**config.mk**
```make
export PLATFORM = sky130hd
export DESIGN_NAME = target_arbiter_flat
export DESIGN_NICKNAME = d
export VERILOG_FILES = /design/src/rtl/target_arbiter_pkg.sv /design/src/rtl/target_arbiter_if.sv /design/src/rtl/target_arbiter_rr_select.sv /design/src/rtl/target_arbiter.sv /design/src/flat_wrapper.sv
export SDC_FILE = /design/constraint.sdc
export NUM_CORES = 1
export LEC_CHECK = 0
export ABC_AREA = 0
export CORE_AREA = 8 8 429 431
export CTS_CLUSTER_SIZE = 16
export DETAILED_ROUTE_END_ITERATION = 16
export DIE_AREA = 0 0 437 439
export PLACE_DENSITY = 0.3
export SETUP_SLACK_MARGIN = 0.3
export SLEW_MARGIN = 10
export SYNTH_ARGS = -nofsm -noshare
export SYNTH_HDL_FRONTEND = slang
export SYNTH_SLANG_ARGS = --single-unit
```
**constraint.sdc**
```tcl
create_clock -name clk_i -period 10.5 [get_ports clk_i]
set_input_delay 1.05 -clock clk_i [delete_from_list [all_inputs] [get_ports clk_i]]
set_output_delay 1.05 -clock clk_i [all_outputs]
set_load 0.005 [all_outputs]
```
**src/rtl/target_arbiter_pkg.sv**
```systemverilog
// Shared constants and helpers for the target-side crossbar arbiter.
// Index width rule: one bit minimum, so NumIn == 1 still has a 1-bit index.
package target_arbiter_pkg;

    localparam int DefNumIn     = 32;
    localparam int DefDataWidth = 32;

    function automatic int idx_width(input int n);
        return (n <= 1) ? 1 : $clog2(n);
    endfunction

endpackage

```
**src/rtl/target_arbiter_if.sv**
```systemverilog
// Bundle of the initiator-side request vectors and the target-side
// registered request. The arbiter uses the slave view.
interface target_arbiter_if
    import target_arbiter_pkg::*;
#(
    parameter int NumIn     = DefNumIn,
    parameter int DataWidth = DefDataWidth
);
    localparam int NumInLog = idx_width(NumIn);

    logic [NumIn-1:0]                valid_i;
    logic [NumIn-1:0]                ready_o;
    logic [NumIn-1:0][DataWidth-1:0] data_i;
    logic                            valid_o;
    logic                            ready_i;
    logic [DataWidth-1:0]            data_o;
    logic [NumInLog-1:0]             idx_o;

    modport slave (
        input  valid_i, data_i, ready_i,
        output ready_o, valid_o, data_o, idx_o
    );

    modport master (
        output valid_i, data_i, ready_i,
        input  ready_o, valid_o, data_o, idx_o
    );

endinterface

```
**src/rtl/target_arbiter_rr_select.sv**
```systemverilog
// Combinational round-robin pick: first requester at or above ptr_i,
// wrapping to index 0, via a double-width masked priority encoder.
module rr_select
    import target_arbiter_pkg::*;
#(
    parameter int NumIn    = DefNumIn,
    parameter int NumInLog = idx_width(NumIn)
) (
    input  logic [NumIn-1:0]    req_i,
    input  logic [NumInLog-1:0] ptr_i,
    output logic [NumInLog-1:0] gnt_idx_o,
    output logic                gnt_vld_o
);

    // Lower half keeps only requests at or above the pointer; the upper half
    // is the full request vector, so the lowest set bit is the wrapped winner.
    logic [2*NumIn-1:0] req_dbl;

    for (genvar gi = 0; gi < NumIn; gi++) begin : g_dbl
        assign req_dbl[gi]         = req_i[gi] & (NumInLog'(gi) >= ptr_i);
        assign req_dbl[NumIn + gi] = req_i[gi];
    end

    always_comb begin
        gnt_idx_o = '0;
        for (int j = 2*NumIn - 1; j >= 0; j--) begin
            if (req_dbl[j]) begin
                gnt_idx_o = (j >= NumIn) ? NumInLog'(j - NumIn) : NumInLog'(j);
            end
        end
    end

    assign gnt_vld_o = |req_i;

endmodule

```
**src/rtl/target_arbiter.sv**
```systemverilog
// Target-side arbiter: fair round-robin pick among initiator requests into a
// single-entry registered output stage carrying payload and initiator index.
module target_arbiter
    import target_arbiter_pkg::*;
#(
    parameter int   NumIn     = DefNumIn,
    parameter int   DataWidth = DefDataWidth,
    parameter logic AxiVldRdy = 1'b1
) (
    input  logic             clk_i,
    input  logic             rst_ni,
    target_arbiter_if.slave  bus
);

    localparam int NumInLog = idx_width(NumIn);

    if (NumIn < 1 || (AxiVldRdy !== 1'b0 && AxiVldRdy !== 1'b1)) begin : g_param_check
        $fatal(1, "target_arbiter: NumIn must be >= 1 and AxiVldRdy must be 0 or 1");
    end

    logic                 valid_q, valid_d;
    logic [DataWidth-1:0] data_q,  data_d;
    logic [NumInLog-1:0]  idx_q,   idx_d;
    logic [NumInLog-1:0]  rr_q,    rr_d;

    logic [NumInLog-1:0]  win_idx;
    logic                 win_vld;
    logic                 load;
    logic [NumIn-1:0]     ready_vec;

    rr_select #(
        .NumIn    (NumIn),
        .NumInLog (NumInLog)
    ) u_rr_select (
        .req_i     (bus.valid_i),
        .ptr_i     (rr_q),
        .gnt_idx_o (win_idx),
        .gnt_vld_o (win_vld)
    );

    // Load while empty or while the held entry drains this cycle.
    assign load = (~valid_q | bus.ready_i) & win_vld;

    for (genvar gi = 0; gi < NumIn; gi++) begin : g_ready
        assign ready_vec[gi] = load & (win_idx == NumInLog'(gi));
    end

    assign bus.ready_o = ready_vec;

    always_comb begin
        valid_d = valid_q;
        data_d  = data_q;
        idx_d   = idx_q;
        rr_d    = rr_q;
        if (load) begin
            valid_d = 1'b1;
            data_d  = bus.data_i[win_idx];
            idx_d   = win_idx;
            rr_d    = (win_idx == NumInLog'(NumIn - 1)) ? '0 : win_idx + NumInLog'(1);
        end else if (bus.ready_i) begin
            valid_d = 1'b0;
        end
    end

    always_ff @(posedge clk_i or negedge rst_ni) begin
        if (!rst_ni) begin
            valid_q <= 1'b0;
            data_q  <= '0;
            idx_q   <= '0;
            rr_q    <= '0;
        end else begin
            valid_q <= valid_d;
            data_q  <= data_d;
            idx_q   <= idx_d;
            rr_q    <= rr_d;
        end
    end

    assign bus.valid_o = valid_q;
    assign bus.data_o  = data_q;
    assign bus.idx_o   = idx_q;

endmodule
```
**src/flat_wrapper.sv**
```systemverilog
// flat-port wrapper written by rule: the top's interface ports become plain ports
module target_arbiter_flat import target_arbiter_pkg::*;
#(
    parameter int   NumIn     = DefNumIn,
    parameter int   DataWidth = DefDataWidth,
    parameter logic AxiVldRdy = 1'b1
)
  (clk_i, rst_ni, bus_valid_i, bus_data_i, bus_ready_i, bus_ready_o, bus_valid_o, bus_data_o, bus_idx_o);
  target_arbiter_if #(.NumIn(NumIn), .DataWidth(DataWidth)) bus_i ();
  input  logic clk_i;
  input  logic rst_ni;
  input wire logic [$bits(bus_i.valid_i)-1:0] bus_valid_i;
  input wire logic [$bits(bus_i.data_i)-1:0] bus_data_i;
  input wire logic [$bits(bus_i.ready_i)-1:0] bus_ready_i;
  output wire logic [$bits(bus_i.ready_o)-1:0] bus_ready_o;
  output wire logic [$bits(bus_i.valid_o)-1:0] bus_valid_o;
  output wire logic [$bits(bus_i.data_o)-1:0] bus_data_o;
  output wire logic [$bits(bus_i.idx_o)-1:0] bus_idx_o;
  assign bus_i.valid_i = bus_valid_i;
  assign bus_i.data_i = bus_data_i;
  assign bus_i.ready_i = bus_ready_i;
  assign bus_ready_o = bus_i.ready_o;
  assign bus_valid_o = bus_i.valid_o;
  assign bus_data_o = bus_i.data_o;
  assign bus_idx_o = bus_i.idx_o;
  target_arbiter #(.NumIn(NumIn), .DataWidth(DataWidth), .AxiVldRdy(AxiVldRdy)) u_core (.clk_i(clk_i), .rst_ni(rst_ni), .bus(bus_i));
endmodule
```
==> flow_summary.ini <==
[outcome]
outcome = finished clean

[worst_hold_path]
min-delay-start = u_core.bus.idx_o[4]
timing.hold.worst.class = flip-flop to flip-flop

[worst_setup_path]
worst_setup_path_startpoint = bus_valid_i[13]
cp-start-kind = primary input
timing_worst_setup_path_type = primary input to output pin
worst-endpoint-required_ns = 9.45
origin_of_the_critical_flop_to_flop_path = u_core.rr_q[3]
timing.critical_path.fanout_max = 31
cp_data_arrival_time_ns = 5.58
end_kind = output pin

[clocking]
htreeDepth = 2
post-cts-setup-buffers = 0
cts_root_buf = sky130_fd_sc_hd__clkbuf_16
sink_count_of_the_clock_tree = 43
path_clk_slew_ns = 0.08
clockBufferDepth = 2
cts_inserted_buffers = 5
tritoncts = yes
clk_latency_worst_skew_pair_ns = 0.34
hold_buffers = 0
postCtsResizedCells = 0

[pwr]
leak_nw = 10.1
power_per_cell_area_nw_per_um2 = 285
vdd.ir_drop.worst_mv = 0.290

[drt]
detail_route.drc_violations = 0
detailroute.via_count = 19500
drt_pre_antenna_iters = 5
finalWirelength_um = 175000
drtAntennaViolNets = 0
per_cell_via_count_in_the_routed_design = 3.70
drtIter0Drc = 1358
routedWlPerCell_um = 33.2

[synth]
syn_avg_cell_area_um2 = 6.55
synth-edff-count = 0
synthesis.yosys.warnings = 0
postSynthNetCount = 2976
synth_async_sr_flop_share_pct = 100
synthCells = 1911
mux_share_of_post_synthesis_cell_area_pct = 25.8
synth_top_family_by_area = simple AND/OR/NAND/NOR gates
synth_area_um2 = 12500
share_of_synthesized_cell_area_in_full_adder_half_adder_and_majority_cells_pct = 0.600
ys_seq_elements = 43
synth_cell_types = 75
synth_simple_gate_area_share_pct = 31.7
yosys.area_share.xor_xnor_pct = 0.0700
yosys_most_used_dff = sky130_fd_sc_hd__dfrtp_1
synth_compound_area_share_pct = 24.2
synth_sequential_area_ratio_pct = 8.60

[grt]
grt_use_total_pct = 17.1
first_pass_grt_wire_length_um = 218000
antenna_found_initial = 86
grt_max_degree = 147
number_of_global_route_vias_before_repair = 20300
gr-total-overflow = 0

[floorplan]
ioPinCount = 1129
die_y_um = 439
rows = 155
core_um2 = 177000
fp.dieArea_um2 = 192000
die_x_um = 437
start_util_pct = 7.06

[cells_and_area]
fin_nets = 3976
post_route_cells_drive_above_1_share_pct = 3.33
design_area_um2 = 26300
area_delta_synth_final_pct = 111

[sta]
timing.final.crit_share_pct = 63.2
grt_setup_unrepaired = no
max-slew-margin-rel_pct = 25.1
final.setup_skew_ns = 0.0124
finalSetupViolCount = 0
timing.setup.tns_ns = 0
tightest_slew_ns = 1.11
clock.fmax_mhz = 151
period_minus_slack_ns = 6.63
finalHoldViolCount = 0
finalMaxSlewViolations = 0

[place]
gp_congestion = 0.873
postPlaceCellArea_um2 = 26200
placement.io_buffers = 1128
dp.final_hpwl_um = 151000

[run]
max_capacitance_violation_total = 0
==> kinds of logic (layout without fill, tap and decap cells) <==
logic type / after synthesis / in the layout
flops: 43 / 43
fa+ha+maj: 6 / 6
other cells: 0 / 12
xor+xnor: 1 / 1
simple gates: 898 / 898
compound gates: 447 / 447
mux: 322 / 322
buf+inv: 194 / 1194
==> power breakdown <==
part / internal (mW) / switching (mW) / leakage (nW)
Combinational: 2.22 / 4.73 / 9.50
Sequential: 0.248 / 0.119 / 0.531
Clock: 0.0942 / 0.0992 / 0.0728
Total: 2.56 / 4.95 / 10.1
==> cells in the mapped netlist, types with 25 or more instances <==
| library cell | n | share of area, % |
|---|---|---|
| sky130_fd_sc_hd__nand2_1 | 523 | 16 |
| sky130_fd_sc_hd__mux2i_1 | 319 | 26 |
| sky130_fd_sc_hd__nand3_1 | 194 | 7.8 |
| sky130_fd_sc_hd__a21oi_1 | 103 | 4.1 |
| sky130_fd_sc_hd__o22ai_1 | 90 | 4.5 |
| sky130_fd_sc_hd__buf_2 | 79 | 3.2 |
| sky130_fd_sc_hd__nor2_1 | 59 | 1.8 |
| sky130_fd_sc_hd__o21ai_0 | 45 | 1.8 |
| sky130_fd_sc_hd__dfrtp_1 | 43 | 8.6 |
| sky130_fd_sc_hd__buf_4 | 42 | 2.5 |
| sky130_fd_sc_hd__and3_1 | 30 | 1.5 |
| sky130_fd_sc_hd__a211oi_1 | 25 | 1.5 |
| sky130_fd_sc_hd__a31oi_1 | 25 | 1.3 |
==> cell usage in the layout, fill, tap and decap left out, drive strengths merged, types with 11 or more instances in the layout <==
cell type | Yosys | routed
dfrtp | 43 | 43
a22oi | 12 | 12
mux2i | 319 | 319
or4 | 11 | 11
o31ai | 12 | 12
nor3 | 17 | 17
a2111oi | 14 | 14
a21oi | 103 | 103
or2 | 13 | 13
a211oi | 26 | 26
nor2 | 67 | 67
o22ai | 90 | 90
nand3 | 198 | 198
nand2 | 524 | 524
buf | 148 | 37
nor4 | 11 | 11
a32oi | 13 | 13
a31oi | 26 | 26
diode | 0 | 12
and3 | 30 | 30
a32o | 12 | 12
clkdlybuf4s50 | 0 | 1127
o21ai | 50 | 50
inv | 23 | 23
==> worst paths after layout <==
kind                                              end  slack [ns]  depth (start not counted)
worst max-delay path                  bus_ready_o[31]        3.87                         14
worst min-delay path              u_core.bus.idx_o[4]        0.49                          2
worst max register to register   u_core.bus.data_o[0]        4.24                         13
worst min register to register    u_core.bus.idx_o[4]        0.49                          2
max in group asynchronous       u_core.bus.data_o[30]        9.14                          1
min in group asynchronous         u_core.bus.idx_o[1]        0.77                          1
==> area by class of cell <==
cell class,count,area (um^2)
Inverter,23,110
Timing Repair Buffer,1164,11600
Tap cell,2355,2950
Antenna cell,12,30.0
Multi-Input combinational cell,1674,10400
Clock inverter,1,5.00
Clock buffer,6,139
Sequential cell,43,1080
Fill cell,20600,151000
==> state kept, by name, summed over array words and instances, names as in the netlist <==
register / count
u_core.bus.valid_o: 1
u_core.bus.data_o: 32
u_core.bus.idx_o: 5
u_core.rr_q: 5
==> stage by stage <==
step,setup WS (ns),hold WS (ns),std cells,util (%),total power [mW]
floorplan,5.76,0.471,1911,-,4.19
global placement,3.78,0.462,5259,14.8,7.58
detailed placement,3.74,0.472,5259,14.8,7.56
CTS,3.72,0.492,5266,14.8,7.78
global route,3.51,0.536,5269,14.9,8.04
finish,3.87,0.491,5278,14.9,7.51
==> layer usage <==
metal  track usage, %  vias to the layer above  part of all wire, %
met4             1.67                       50                 0.97
met5                0                        -                 0.17
li1                 -                     9022                    -
met1             20.6                     9513                   41
met3             4.06                      136                  6.3
met2             31.7                      802                   52
==> worst max-delay path, stage by stage <==
cell                              delay, ns
sky130_fd_sc_hd__clkdlybuf4s50_1       0.53
sky130_fd_sc_hd__nor2_2                0.26
sky130_fd_sc_hd__o31ai_1               0.15
sky130_fd_sc_hd__a2111oi_0             0.41
sky130_fd_sc_hd__a211oi_1              0.20
sky130_fd_sc_hd__a2111oi_2             0.52
sky130_fd_sc_hd__o21a_4                0.57
sky130_fd_sc_hd__ha_1                  0.48
sky130_fd_sc_hd__inv_1                 0.12
sky130_fd_sc_hd__nor2_1                0.18
sky130_fd_sc_hd__ha_1                  0.22
sky130_fd_sc_hd__inv_1                 0.05
sky130_fd_sc_hd__nor2_1                0.11
sky130_fd_sc_hd__clkdlybuf4s50_1       0.71
(Power assumes the default switching activity.)
